<file path="src/rtl/uart_tx_arbiter_pkg.sv">
// Shared types and limits for the UART transmit arbiter.
// Optional busy-rise watchdog is enabled with UART_TX_ARB_TIMEOUT_EN (see top).
package uart_tx_arbiter_pkg;

  typedef logic       bit_t;
  typedef logic [7:0] uint8_t;

  localparam int MAX_NUM_REQ = 8;

  typedef enum logic [2:0] {
    IDLE,
    START,
    WAIT_BUSY,
    WAIT_DONE,
    ACK
  } arb_state_t;

  // Index width that stays at least one bit wide for tiny requester counts.
  function automatic int idx_width(input int n);
    return (n <= 2) ? 1 : $clog2(n);
  endfunction

endpackage

</file>
<file path="src/rtl/uart_tx_arbiter_rr_priority_picker.sv">
// Combinational round-robin picker: scans from ptr_i upward (wrapping) and
// returns the first set request as one-hot plus index.
module rr_priority_picker
  import uart_tx_arbiter_pkg::*;
#(
  parameter  int NUM_REQ = 4,
  localparam int IDX_W   = idx_width(NUM_REQ)
) (
  input  logic [NUM_REQ-1:0] req_i,
  input  logic [IDX_W-1:0]   ptr_i,
  output logic [NUM_REQ-1:0] winner_oh_o,
  output logic [IDX_W-1:0]   winner_idx_o,
  output bit_t               valid_o
);

  logic [NUM_REQ-1:0] hit;
  logic [IDX_W-1:0]   cand [NUM_REQ];

  // cand[gi] is the requester examined at scan position gi.
  for (genvar gi = 0; gi < NUM_REQ; gi++) begin : g_cand
    logic [IDX_W:0] sum;
    assign sum       = {1'b0, ptr_i} + (IDX_W+1)'(gi);
    assign cand[gi]  = (sum >= (IDX_W+1)'(NUM_REQ)) ? IDX_W'(sum - (IDX_W+1)'(NUM_REQ))
                                                    : sum[IDX_W-1:0];
    assign hit[gi]   = req_i[cand[gi]];
  end

  always_comb begin
    valid_o      = 1'b0;
    winner_idx_o = '0;
    winner_oh_o  = '0;
    // Walk backwards so the earliest scan position is the last to write.
    for (int i = NUM_REQ - 1; i >= 0; i--) begin
      if (hit[i]) begin
        valid_o      = 1'b1;
        winner_idx_o = cand[i];
      end
    end
    if (valid_o) winner_oh_o[winner_idx_o] = 1'b1;
  end

endmodule

</file>
<file path="src/rtl/uart_tx_arbiter.sv">
// Round-robin arbiter sharing one UART transmitter between NUM_REQ producers.
// Define UART_TX_ARB_TIMEOUT_EN to add the busy-rise watchdog and err pulse.
module uart_tx_arbiter
  import uart_tx_arbiter_pkg::*;
#(
  parameter int NUM_REQ        = 4,
  parameter int PULSE_CYCLES   = 2,
  parameter int TIMEOUT_CYCLES = 64
) (
  input  logic                  clk,
  input  logic                  reset,
  input  logic [NUM_REQ-1:0]    req,
  input  uint8_t [NUM_REQ-1:0]  req_data,
  output logic [NUM_REQ-1:0]    ack,
  output logic [NUM_REQ-1:0]    grant,
  output logic                  tx_transmit,
  output uint8_t                tx_data,
  input  logic                  tx_busy,
  output logic                  err
);

  localparam int IDX_W  = idx_width(NUM_REQ);
  localparam int PCNT_W = (PULSE_CYCLES < 2) ? 1 : $clog2(PULSE_CYCLES);

  if (NUM_REQ < 2 || NUM_REQ > MAX_NUM_REQ || PULSE_CYCLES < 1 || TIMEOUT_CYCLES < 1)
  begin : g_bad_params
    $error("uart_tx_arbiter: parameter out of range");
  end

  arb_state_t          state_q, state_d;
  logic [IDX_W-1:0]    ptr_q, ptr_d;
  logic [IDX_W-1:0]    idx_q, idx_d;
  logic [NUM_REQ-1:0]  grant_q, grant_d;
  uint8_t              data_q, data_d;
  logic [PCNT_W-1:0]   pcnt_q, pcnt_d;
  bit_t                seen_q, seen_d;

  logic [NUM_REQ-1:0]  pick_oh;
  logic [IDX_W-1:0]    pick_idx;
  bit_t                pick_valid;

  rr_priority_picker #(.NUM_REQ(NUM_REQ)) u_picker (
    .req_i        (req),
    .ptr_i        (ptr_q),
    .winner_oh_o  (pick_oh),
    .winner_idx_o (pick_idx),
    .valid_o      (pick_valid)
  );

`ifdef UART_TX_ARB_TIMEOUT_EN
  localparam int TO_W = $clog2(TIMEOUT_CYCLES + 1);
  logic [TO_W-1:0] to_cnt_q, to_cnt_d;
  bit_t            err_q, err_d;
`endif

  always_comb begin
    state_d = state_q;
    ptr_d   = ptr_q;
    idx_d   = idx_q;
    grant_d = grant_q;
    data_d  = data_q;
    pcnt_d  = pcnt_q;
    seen_d  = seen_q;
`ifdef UART_TX_ARB_TIMEOUT_EN
    to_cnt_d = to_cnt_q;
    err_d    = err_q;
`endif
    unique case (state_q)
      IDLE: begin
        if (!tx_busy && pick_valid) begin
          grant_d = pick_oh;
          idx_d   = pick_idx;
          data_d  = req_data[pick_idx];
          pcnt_d  = '0;
          seen_d  = 1'b0;
          state_d = START;
        end
      end
      START: begin
        // Remember a busy rise during the pulse so WAIT_BUSY cannot miss a short frame.
        seen_d = seen_q | tx_busy;
        if (pcnt_q == PCNT_W'(PULSE_CYCLES - 1)) begin
          pcnt_d  = '0;
          state_d = WAIT_BUSY;
`ifdef UART_TX_ARB_TIMEOUT_EN
          to_cnt_d = '0;
`endif
        end else begin
          pcnt_d = pcnt_q + 1'b1;
        end
      end
      WAIT_BUSY: begin
        if (tx_busy || seen_q) begin
          state_d = WAIT_DONE;
        end
`ifdef UART_TX_ARB_TIMEOUT_EN
        else if (to_cnt_q == TO_W'(TIMEOUT_CYCLES - 1)) begin
          state_d = ACK;
          err_d   = 1'b1;
        end else begin
          to_cnt_d = to_cnt_q + 1'b1;
        end
`endif
      end
      WAIT_DONE: begin
        if (!tx_busy) state_d = ACK;
      end
      ACK: begin
        ptr_d   = (idx_q == IDX_W'(NUM_REQ - 1)) ? '0 : idx_q + 1'b1;
        grant_d = '0;
        data_d  = '0;
        state_d = IDLE;
`ifdef UART_TX_ARB_TIMEOUT_EN
        err_d   = 1'b0;
`endif
      end
      default: state_d = IDLE;
    endcase
  end

  always_ff @(posedge clk) begin
    if (reset) begin
      state_q <= IDLE;
      ptr_q   <= '0;
      idx_q   <= '0;
      grant_q <= '0;
      data_q  <= '0;
      pcnt_q  <= '0;
      seen_q  <= 1'b0;
`ifdef UART_TX_ARB_TIMEOUT_EN
      to_cnt_q <= '0;
      err_q    <= 1'b0;
`endif
    end else begin
      state_q <= state_d;
      ptr_q   <= ptr_d;
      idx_q   <= idx_d;
      grant_q <= grant_d;
      data_q  <= data_d;
      pcnt_q  <= pcnt_d;
      seen_q  <= seen_d;
`ifdef UART_TX_ARB_TIMEOUT_EN
      to_cnt_q <= to_cnt_d;
      err_q    <= err_d;
`endif
    end
  end

  assign grant       = grant_q;
  assign tx_data     = data_q;
  assign tx_transmit = (state_q == START);
  assign ack         = (state_q == ACK) ? grant_q : '0;
`ifdef UART_TX_ARB_TIMEOUT_EN
  assign err = err_q;
`else
  assign err = 1'b0;
`endif

endmodule

</file>
<file path="config.mk">
export PLATFORM = sky130hd
export DESIGN_NAME = uart_tx_arbiter
export DESIGN_NICKNAME = d
export VERILOG_FILES = /design/src/rtl/uart_tx_arbiter_pkg.sv /design/src/rtl/uart_tx_arbiter_rr_priority_picker.sv /design/src/rtl/uart_tx_arbiter.sv
export SDC_FILE = /design/constraint.sdc
export NUM_CORES = 1
export LEC_CHECK = 0
export CORE_MARGIN = 4
export CORE_UTILIZATION = 37
export CTS_CLUSTER_DIAMETER = 100
export CTS_CLUSTER_SIZE = 12
export DETAILED_ROUTE_END_ITERATION = 8
export PLACE_DENSITY = 0.76
export SLEW_MARGIN = 20
export SYNTH_ARGS = -nofsm -noshare
export SYNTH_HDL_FRONTEND = slang
export SYNTH_SLANG_ARGS = --single-unit
</file>
<file path="constraint.sdc">
create_clock -name clk -period 1.8 [get_ports clk]
set_clock_uncertainty 0.15 [all_clocks]
set_input_delay 0.27 -clock clk [delete_from_list [all_inputs] [get_ports clk]]
set_output_delay 0.27 -clock clk [all_outputs]
set_load 0.02 [all_outputs]
</file>
==> reports/metrics.cfg, run 1 <==
[run_status]
status = complete, no violations

[critical_path]
cp.arrival_ns = 1.30
r2r_start = ptr_q[1]
cp-startpoint = tx_data[4]
required_ns = 1.38
worst-path-buf-inv = 1
crit_family = buffers and inverters
crit_chain = clkdlybuf4s50_1
cpPeakStageDelay_ns = 0.62
crit_type = reg -> out
cp_max_fo = 2
slowest_stage = clkdlybuf4s50_1
cp-end-kind = primary output
crit_path_start_kind = flip-flop

[sta]
hold_ws_ns = 0.3352
tns_ns = 0
max_freq_mhz = 582.0
rsz0062_at_grt = no
fin_crit_ns = 1.718
period_share_pct = 95.46
setup_viol = 0
final_hold_viol_count = 0
slew_viol_final = 0

[layout]
antenna_cells = 0
drive_above_1_share_pct = 20.09
finalNetCount = 265
fill_cells = 270
area_growth_pct = 64.88
final_common_cell = clkdlybuf4s50_1
final_cell_mix = clkdlybuf4s50_1, buf_4, dfxtp_1
final_util_pct = 65.16

[clocking]
cts_tree = done
cts_inserted_buffers = 3
clockBufferDepth = 2
path_clk_slew_ns = 0.12
htree_levels = 1
clock_latency_ns = 0.31
cts-root-buf = clkbuf_4
cts.sinks = 21
postCtsHoldBufs = 0

[power]
switching_share_pct = 29.53
ir_worst_vdd_uv = 329.3
combPwrFrac_pct = 33.8
power.density_nw_per_um2 = 557.8
power.switching_w = 0.0003358
seq_power_share_pct = 45.8
leakagePower_nw = 0.8311
p_int_w = 0.0008011
clockPowerShare_pct = 20.4

[yosys]
netlist_instances = 148
synth-async-reset-ratio_pct = 0
yosysSeqAreaShare_pct = 34.01
ys_types = 37
yosysWarnings = 0
synth_edf_count = 0
syn_nets = 188
synthFlopType = dfxtp_1
synth_seq_cells = 21
syn-cell-area_sq_um = 1236
syn_avg_cell_area_sq_um = 8.353

[detailed_routing]
wl_per_cell_um = 13.27
dr.pass1.iters = 4
drc = 0
ant_nets = 0
routed_wirelength_mm = 3.557
num_vias = 1394
vias_per_cell = 5.201
drtIter0Drc = 97

[place]
gp_congestion = 0.9132
numPortBuffers = 55
dp_hpwl_mm = 2.921

[global_route]
grt_pass1_wl_mm = 5.733
antenna_found_initial = 0
grt_pass1_vias = 1388
grtUsageTotal_pct = 17.11
grt-ovfl-total = 0
grt_start_max_net_pins = 16

[min_path]
hold_start = grant[1]
worstHoldPathType = reg -> reg

[floorplanning]
coreArea_sq_um = 3128
start_util_pct = 39.52
die_h_um = 65.80
pin_count = 57
fp.dieW_um = 65.80
fp.dieArea_sq_um = 4330
rows = 20

[flow_run]
max-cap-violations = 0

==> sequential cells by signal, summed over array words and instances (netlist names) <==
register  flops
seen_q        1
grant         4
idx_q         2
ptr_q         2
state_q       3
pcnt_q        1
tx_data       8
==> final timing paths <==
check,depth (start not counted),endpoint,slack (ns)
worst max-delay path,1,tx_data[4],0.08
worst min-delay path,2,grant[1],0.34
worst max register to register,6,tx_data[3],0.09
worst min register to register,2,grant[1],0.34
==> per-stage QoR <==
step | cell area [sq um] | std cells | total power, W | setup slack, ns
after CTS | 2024 | 268 | 0.001134 | 0.005820
after floorplan | 1236 | 148 | 0.0006894 | 0.1141
after global placement | 1983 | 262 | 0.0008958 | -0.3223
after global routing | 2038 | 268 | 0.001187 | 0.01021
after detailed placement | 1983 | 262 | 0.0009067 | -0.3882
final | 2038 | 268 | 0.001137 | 0.08166
==> repair_timing <==
| item | 4_1_cts | 5_1_grt |
|---|---|---|
| pin swaps | 1 | 0 |
| gates resized for setup | 13 | 14 |
| endpoints found under the setup margin | 13 | 16 |
| buffers inserted | 2 | 0 |
==> power by group through the flow <==
stage / logic, W / registers, W / clock network (W)
floorplan: 0.000139 / 0.000550 / 0
global placement: 0.000368 / 0.000528 / 0
detailed placement: 0.000379 / 0.000528 / 0
CTS: 0.000380 / 0.000520 / 0.000234
global route: 0.000411 / 0.000524 / 0.000252
finish: 0.000384 / 0.000520 / 0.000232
==> logic make-up (layout without fill, tap and decap cells) <==
group | Yosys count | after routing | synth area share [%]
other cells | 1 | 1 | 0.3034
flops | 21 | 21 | 34.01
compound gates | 40 | 40 | 21.05
simple gates | 62 | 62 | 29.45
fa+ha+maj | 1 | 1 | 1.012
mux | 12 | 12 | 9.717
buf+inv | 11 | 87 | 4.453
==> synth_stat cells (all sizes together) (3+ instances only) <==
cell    count  share of area [%]
a21boi      7                4.3
a21oi       9                3.6
and3       11                5.6
buf         4                2.3
clkbuf      4                1.2
dfxtp      21                 34
inv         3               0.91
mux2i      12                9.7
nand2      15                4.6
nand2b      3                1.5
nand3       4                1.6
nand3b      3                1.8
nor2       10                3.0
nor3        5                2.9
o211ai      7                4.3
o21ai       9                3.6
==> metal layers <==
metal / routed length (um) / track usage (%) / vias up
met5: 0 / 0 / -
met4: 72 / 7.772 / 0
met3: 250 / 4.592 / 8
met2: 1723 / 30.54 / 59
met1: 1511 / 18.63 / 636
li1: - / - / 691
==> layout make-up <==
class / instances / area [sq um] / area share [%]
clock buffers: 3 / 22.52 / 1.105
clock inverters: 1 / 5.005 / 0.2455
inverters: 3 / 11.26 / 0.5525
multi-input cells: 116 / 785.8 / 38.55
flip-flops and latches: 21 / 424.2 / 20.81
well taps: 44 / 55.05 / 2.701
repair buffers: 80 / 734.5 / 36.03
(Power assumes the default switching activity.)
==> run 2, diff against run 1 <==
--- a/config.mk
+++ b/config.mk
@@ -11,4 +11,5 @@
 export CTS_CLUSTER_SIZE = 12
 export DETAILED_ROUTE_END_ITERATION = 8
+export MAX_ROUTING_LAYER = met4
 export PLACE_DENSITY = 0.76
 export SLEW_MARGIN = 20
==> constraint.sdc (replaced) <==
create_clock -name clk -period 1.8 [get_ports clk]
set_clock_uncertainty 0.15 [all_clocks]
set_input_delay 0.54 -clock clk [delete_from_list [all_inputs] [get_ports clk]]
set_output_delay 0.54 -clock clk [all_outputs]
set_load 0.02 [all_outputs]
==> run 2 against run 1 <==
Against the previous run:
- the run now ends with setup timing left
- sequential share of layout area shrank 1.1 points
- die area is the same
- register-to-register slack lost 0.04 ns
- power grew 4.0%
- maximum frequency shrank 6.8%
- sequential power shrank 0.8%
- critical path depth grew 2
- clock power grew 5%
- final cell count grew 4.1%
- critical path type unchanged
- largest power group unchanged
==> reports/metrics.cfg, run 2 (synthesis results as in run 1) <==
[global_route]
antenna_found_initial = 0
grt_pass1_wl_mm = 6.748
grt_pass1_vias = 1480
grt-ovfl-total = 0
grtUsageTotal_pct = 20.73
grt_start_max_net_pins = 15

[clocking]
clockBufferDepth = 2
clock_latency_ns = 0.32
cts_inserted_buffers = 3
postCtsHoldBufs = 0
path_clk_slew_ns = 0.14
cts_tree = done
cts.sinks = 21
cts-root-buf = clkbuf_4
htree_levels = 1

[floorplanning]
fp.dieArea_sq_um = 4330
fp.dieW_um = 65.80
pin_count = 57
rows = 20
coreArea_sq_um = 3128
start_util_pct = 39.52
die_h_um = 65.80

[critical_path]
cp-end-kind = primary output
required_ns = 1.11
crit_family = flip-flops
cpPeakStageDelay_ns = 0.38
slowest_stage = dfxtp_4
cp_max_fo = 5
worst-path-buf-inv = 1
crit_type = reg -> out
cp.arrival_ns = 1.15
crit_path_start_kind = flip-flop
crit_chain = nor2_4 -> and3_4 -> buf_6

[layout]
finalNetCount = 276
antenna_cells = 0
final_cell_mix = clkdlybuf4s50_1, buf_4, dfxtp_1
final_common_cell = clkdlybuf4s50_1
area_growth_pct = 78.04
final_cells = 279
drive_above_1_share_pct = 34.47
largest_reg_flops = 8
fill_cells = 272

[run_status]
violations = setup timing
status = finished, violations left

[power]
p_int_w = 0.0008116
combPwrFrac_pct = 35.8
power.density_nw_per_um2 = 537.5
clockPowerShare_pct = 20.6
power.switching_w = 0.0003713
seq_power_share_pct = 43.6
leakagePower_nw = 0.9215
switching_share_pct = 31.39
total_power_w = 0.001183
ir_worst_vdd_uv = 237.3

[sta]
rsz0062_at_grt = yes
tns_ns = -0.1985
slew_viol_final = 0
period_share_pct = 102.5
final_hold_viol_count = 0
setup_ws_ns = -0.04466
max_freq_mhz = 542.1
fin_crit_ns = 1.845
setup_viol = 5

[detailed_routing]
drtIter0Drc = 85
wl_per_cell_um = 14.38
num_vias = 1431
routed_wirelength_mm = 4.011
ant_nets = 0
vias_per_cell = 5.129
dr.pass1.iters = 4
drc = 0

[min_path]
worstHoldPathType = reg -> reg

[place]
dp_cells = 268
numPortBuffers = 55
dp_slack_ns = -0.6391
gp_congestion = 0.8384
dp_hpwl_mm = 2.998

[flow_run]
max-cap-violations = 0

==> run 2: power groups by stage <==
stage | registers (W) | clock network [W] | logic [W]
after global placement | 0.000524 | 0 | 0.000380
after global routing | 0.000520 | 0.000274 | 0.000458
after CTS | 0.000516 | 0.000244 | 0.000403
final | 0.000516 | 0.000244 | 0.000423
after detailed placement | 0.000525 | 0 | 0.000393
after floorplan | 0.000550 | 0 | 0.000141
==> run 2: through the flow <==
stage	hold slack, ns	util, %	instance area, sq um
after floorplan	0.3161	-	1246
after global placement	0.2979	64.72	2024
after detailed placement	0.3160	64.72	2024
after CTS	0.3428	68.36	2138
after global routing	0.3639	70.36	2201
final	0.3378	70.36	2201
==> run 2: worst paths after layout <==
check                    end  cells after the start        from  slack, ns
setup / recovery      ack[1]                      3  state_q[0]      -0.04
hold / removal    tx_data[6]                      2  tx_data[6]       0.34
hold reg to reg   tx_data[6]                      2  tx_data[6]       0.34
setup reg to reg    grant[0]                      5    ptr_q[1]       0.05
==> run 2: what timing repair did <==
action,CTS,global route
pin swaps,7,11
setup endpoints to repair,34,18
endpoints found under the hold margin,0,0
setup buffers,4,1
gates cloned,2,0
resized for setup,72,29
==> run 2: cell type report <==
cell class | count | area [sq um] | share of cell area, %
multi-input cells | 117 | 880.8 | 40.02
repair buffers | 90 | 793.3 | 36.04
inverters | 3 | 11.26 | 0.5117
well taps | 44 | 55.05 | 2.501
clock buffers | 3 | 22.52 | 1.023
clock inverters | 1 | 5.005 | 0.2274
flip-flops and latches | 21 | 432.9 | 19.67
==> run 2: per-layer routing <==
metal	wire length [um]	share of wire [%]	up-vias	GRT usage, %
met5	0	0	-	-
met4	52	1.3	0	8.808
met3	232	5.8	4	3.912
met2	2062	51	50	36.92
met1	1663	41	665	22.34
li1	-	-	712	-
==> run 2: worst register-to-register path: stages (launching register included) <==
cell and delay [ns]:
dfxtp_2 0.39, nand2_1 0.09, a221o_1 0.41, and2_4 0.22, or3_4 0.34, a21oi_2 0.11
==> run 3, diff against run 2 <==
--- a/constraint.sdc
+++ b/constraint.sdc
@@ -3,3 +3,3 @@
 set_input_delay 0.54 -clock clk [delete_from_list [all_inputs] [get_ports clk]]
 set_output_delay 0.54 -clock clk [all_outputs]
-set_load 0.02 [all_outputs]
+set_load 0.005 [all_outputs]
==> run 3 against run 2 <==
Against the previous run:
- the run still ends with setup timing left
- final cell count increased by 1.8%
- non-clock buffer count increased by 5
- register-to-register slack got worse by 0.05 ns
- die area unchanged
- sequential share of layout area decreased by 0.21 points
- sequential power increased by 1%
- flip-flop and latch count unchanged
- largest cell class unchanged
- via count increased by 2.8%
==> reports/metrics.cfg, run 3 (synthesis results as in run 1) <==
[detailed_routing]
vias_per_cell = 5.180
wl_per_cell_um = 14.22
routed_wirelength_mm = 4.038
dr.pass1.iters = 4
num_vias = 1471
drc = 0
drtIter0Drc = 58
ant_nets = 0

[layout]
final_common_cell = clkdlybuf4s50_1
area_growth_pct = 83.60
final_cells = 284
largest_reg_flops = 8
antenna_cells = 0
drive_above_1_share_pct = 40.00
register_area_sq_um = 441.7
final_cell_mix = clkdlybuf4s50_1, buf_4, dfxtp_2
multi_input_area_sq_um = 878.3
fill_cells = 240
final_util_pct = 72.56
finalInstanceArea_sq_um = 2270
finalNetCount = 281

[global_route]
grtUsageTotal_pct = 19.96
grt_pass1_wl_mm = 6.686
grt-ovfl-total = 0
grt_pass1_vias = 1565
grt_start_max_net_pins = 15
antenna_found_initial = 0

[place]
placed_area_sq_um = 2029
gp_congestion = 0.9116
dp_cells = 266
numPortBuffers = 55
dp_hpwl_mm = 2.874

[clocking]
cts_tree = done
htree_levels = 1
path_clk_slew_ns = 0.12
postCtsHoldBufs = 0
cts_inserted_buffers = 3
clockBufferDepth = 2
cts-root-buf = clkbuf_4
clock_latency_ns = 0.32
cts.sinks = 21

[power]
power.density_nw_per_um2 = 517.3
power.switching_w = 0.0003431
clockPowerShare_pct = 20.6
ir_worst_vdd_uv = 278.2
seq_power_share_pct = 44.3
switching_share_pct = 29.22
leakagePower_nw = 0.9721
p_int_w = 0.0008311
combPwrFrac_pct = 35.1

[floorplanning]
start_util_pct = 39.52
rows = 20
die_h_um = 65.80
fp.dieArea_sq_um = 4330
fp.dieW_um = 65.80
coreArea_sq_um = 3128
pin_count = 57

[sta]
slew_viol_final = 0
setup_viol = 8
final_hold_viol_count = 0
period_share_pct = 103.0
setup_ws_ns = -0.05429
rsz0062_at_grt = yes
fin_crit_ns = 1.854
max_freq_mhz = 539.3

[critical_path]
cp.arrival_ns = 1.16
cpMostUsedCell = buf_6
crit_family = flip-flops
slowest_stage = dfxtp_2
worst-path-buf-inv = 2
crit_chain = nor2_4 -> buf_6 -> and3_4 -> buf_6
cp-end-kind = primary output
crit_type = reg -> out
required_ns = 1.11
cp_max_fo = 4
cpPeakStageDelay_ns = 0.36
crit_path_start_kind = flip-flop

[run_status]
status = finished, violations left
violations = setup timing

[min_path]
worstHoldPathType = reg -> reg

[flow_run]
max-cap-violations = 0

==> run 3: cell types whose count changed in the layout (fill, tap and decap cells not counted), moves of 2 or more <==
cell and delta:
clkbuf_2 -2, dfxtp_4 -2, dfxtp_2 +13, buf_2 +2, buf_12 +2, dlygate4sd2_1 +3, dfxtp_1 -11
==> run 3: power by group through the flow <==
stage	logic [W]	clock network, W	registers [W]
after floorplan	0.000135	0	0.000526
after detailed placement	0.000366	0	0.000525
after global placement	0.000356	0	0.000524
after global routing	0.000444	0.000266	0.000525
final	0.000412	0.000242	0.000521
after CTS	0.000400	0.000245	0.000520
==> run 3: routing by layer <==
layer | up-vias | wire [um] | global-route usage (%)
li1 | 727 | - | -
met1 | 672 | 1670 | 22.77
met5 | - | 0 | -
met2 | 61 | 2059 | 34.79
met3 | 11 | 208 | 2.721
met4 | 0 | 99 | 8.549
==> run 3: repair_timing <==
| action | 4_1_cts | 5_1_grt |
|---|---|---|
| buffers inserted | 12 | 1 |
| pin swaps | 10 | 11 |
| endpoints found under the hold margin | 0 | 0 |
| gates cloned | 2 | 0 |
| gates resized for setup | 78 | 18 |
| endpoints found under the setup margin | 34 | 15 |
==> run 3: tightest hold or removal path: cells and delay by family (launching register included) <==
kind	cells	cell delay (ns)
AND/OR/NAND/NOR	1	0.06
flip-flops	1	0.35
AO/OA/AOI/OAI	1	0.05
==> run 3: per-stage QoR <==
step | setup slack (ns) | TNS, ns | power, W | hold WS (ns)
finish | -0.05429 | -0.2138 | 0.001174 | 0.3304
global route | -0.1052 | -1.004 | 0.001234 | 0.3581
CTS | -0.08743 | -0.4987 | 0.001165 | 0.3270
detailed placement | -0.6422 | -9.782 | 0.0008912 | 0.3182
global placement | -0.5841 | -8.819 | 0.0008803 | 0.3097
floorplan | -0.004991 | -0.004991 | 0.0006618 | 0.3069
==> run 3: final cells by class <==
| class | count | share of cell area (%) |
|---|---|---|
| Sequential cell | 21 | 19.46 |
| Multi-Input combinational cell | 117 | 38.70 |
| Timing Repair Buffer | 95 | 37.71 |
| Clock buffer | 3 | 0.9923 |
| Clock inverter | 1 | 0.2205 |
| Inverter | 3 | 0.4961 |
| Tap cell | 44 | 2.426 |
==> run 3: path summary, 6_finish.rpt <==
path         startpoint         end  cells after the start  slack [ns]
max          state_q[0]      ack[1]                      4       -0.05
max reg2reg    ptr_q[0]  tx_data[6]                      6           0
min          tx_data[6]  tx_data[6]                      2        0.33
min reg2reg  tx_data[6]  tx_data[6]                      2        0.33
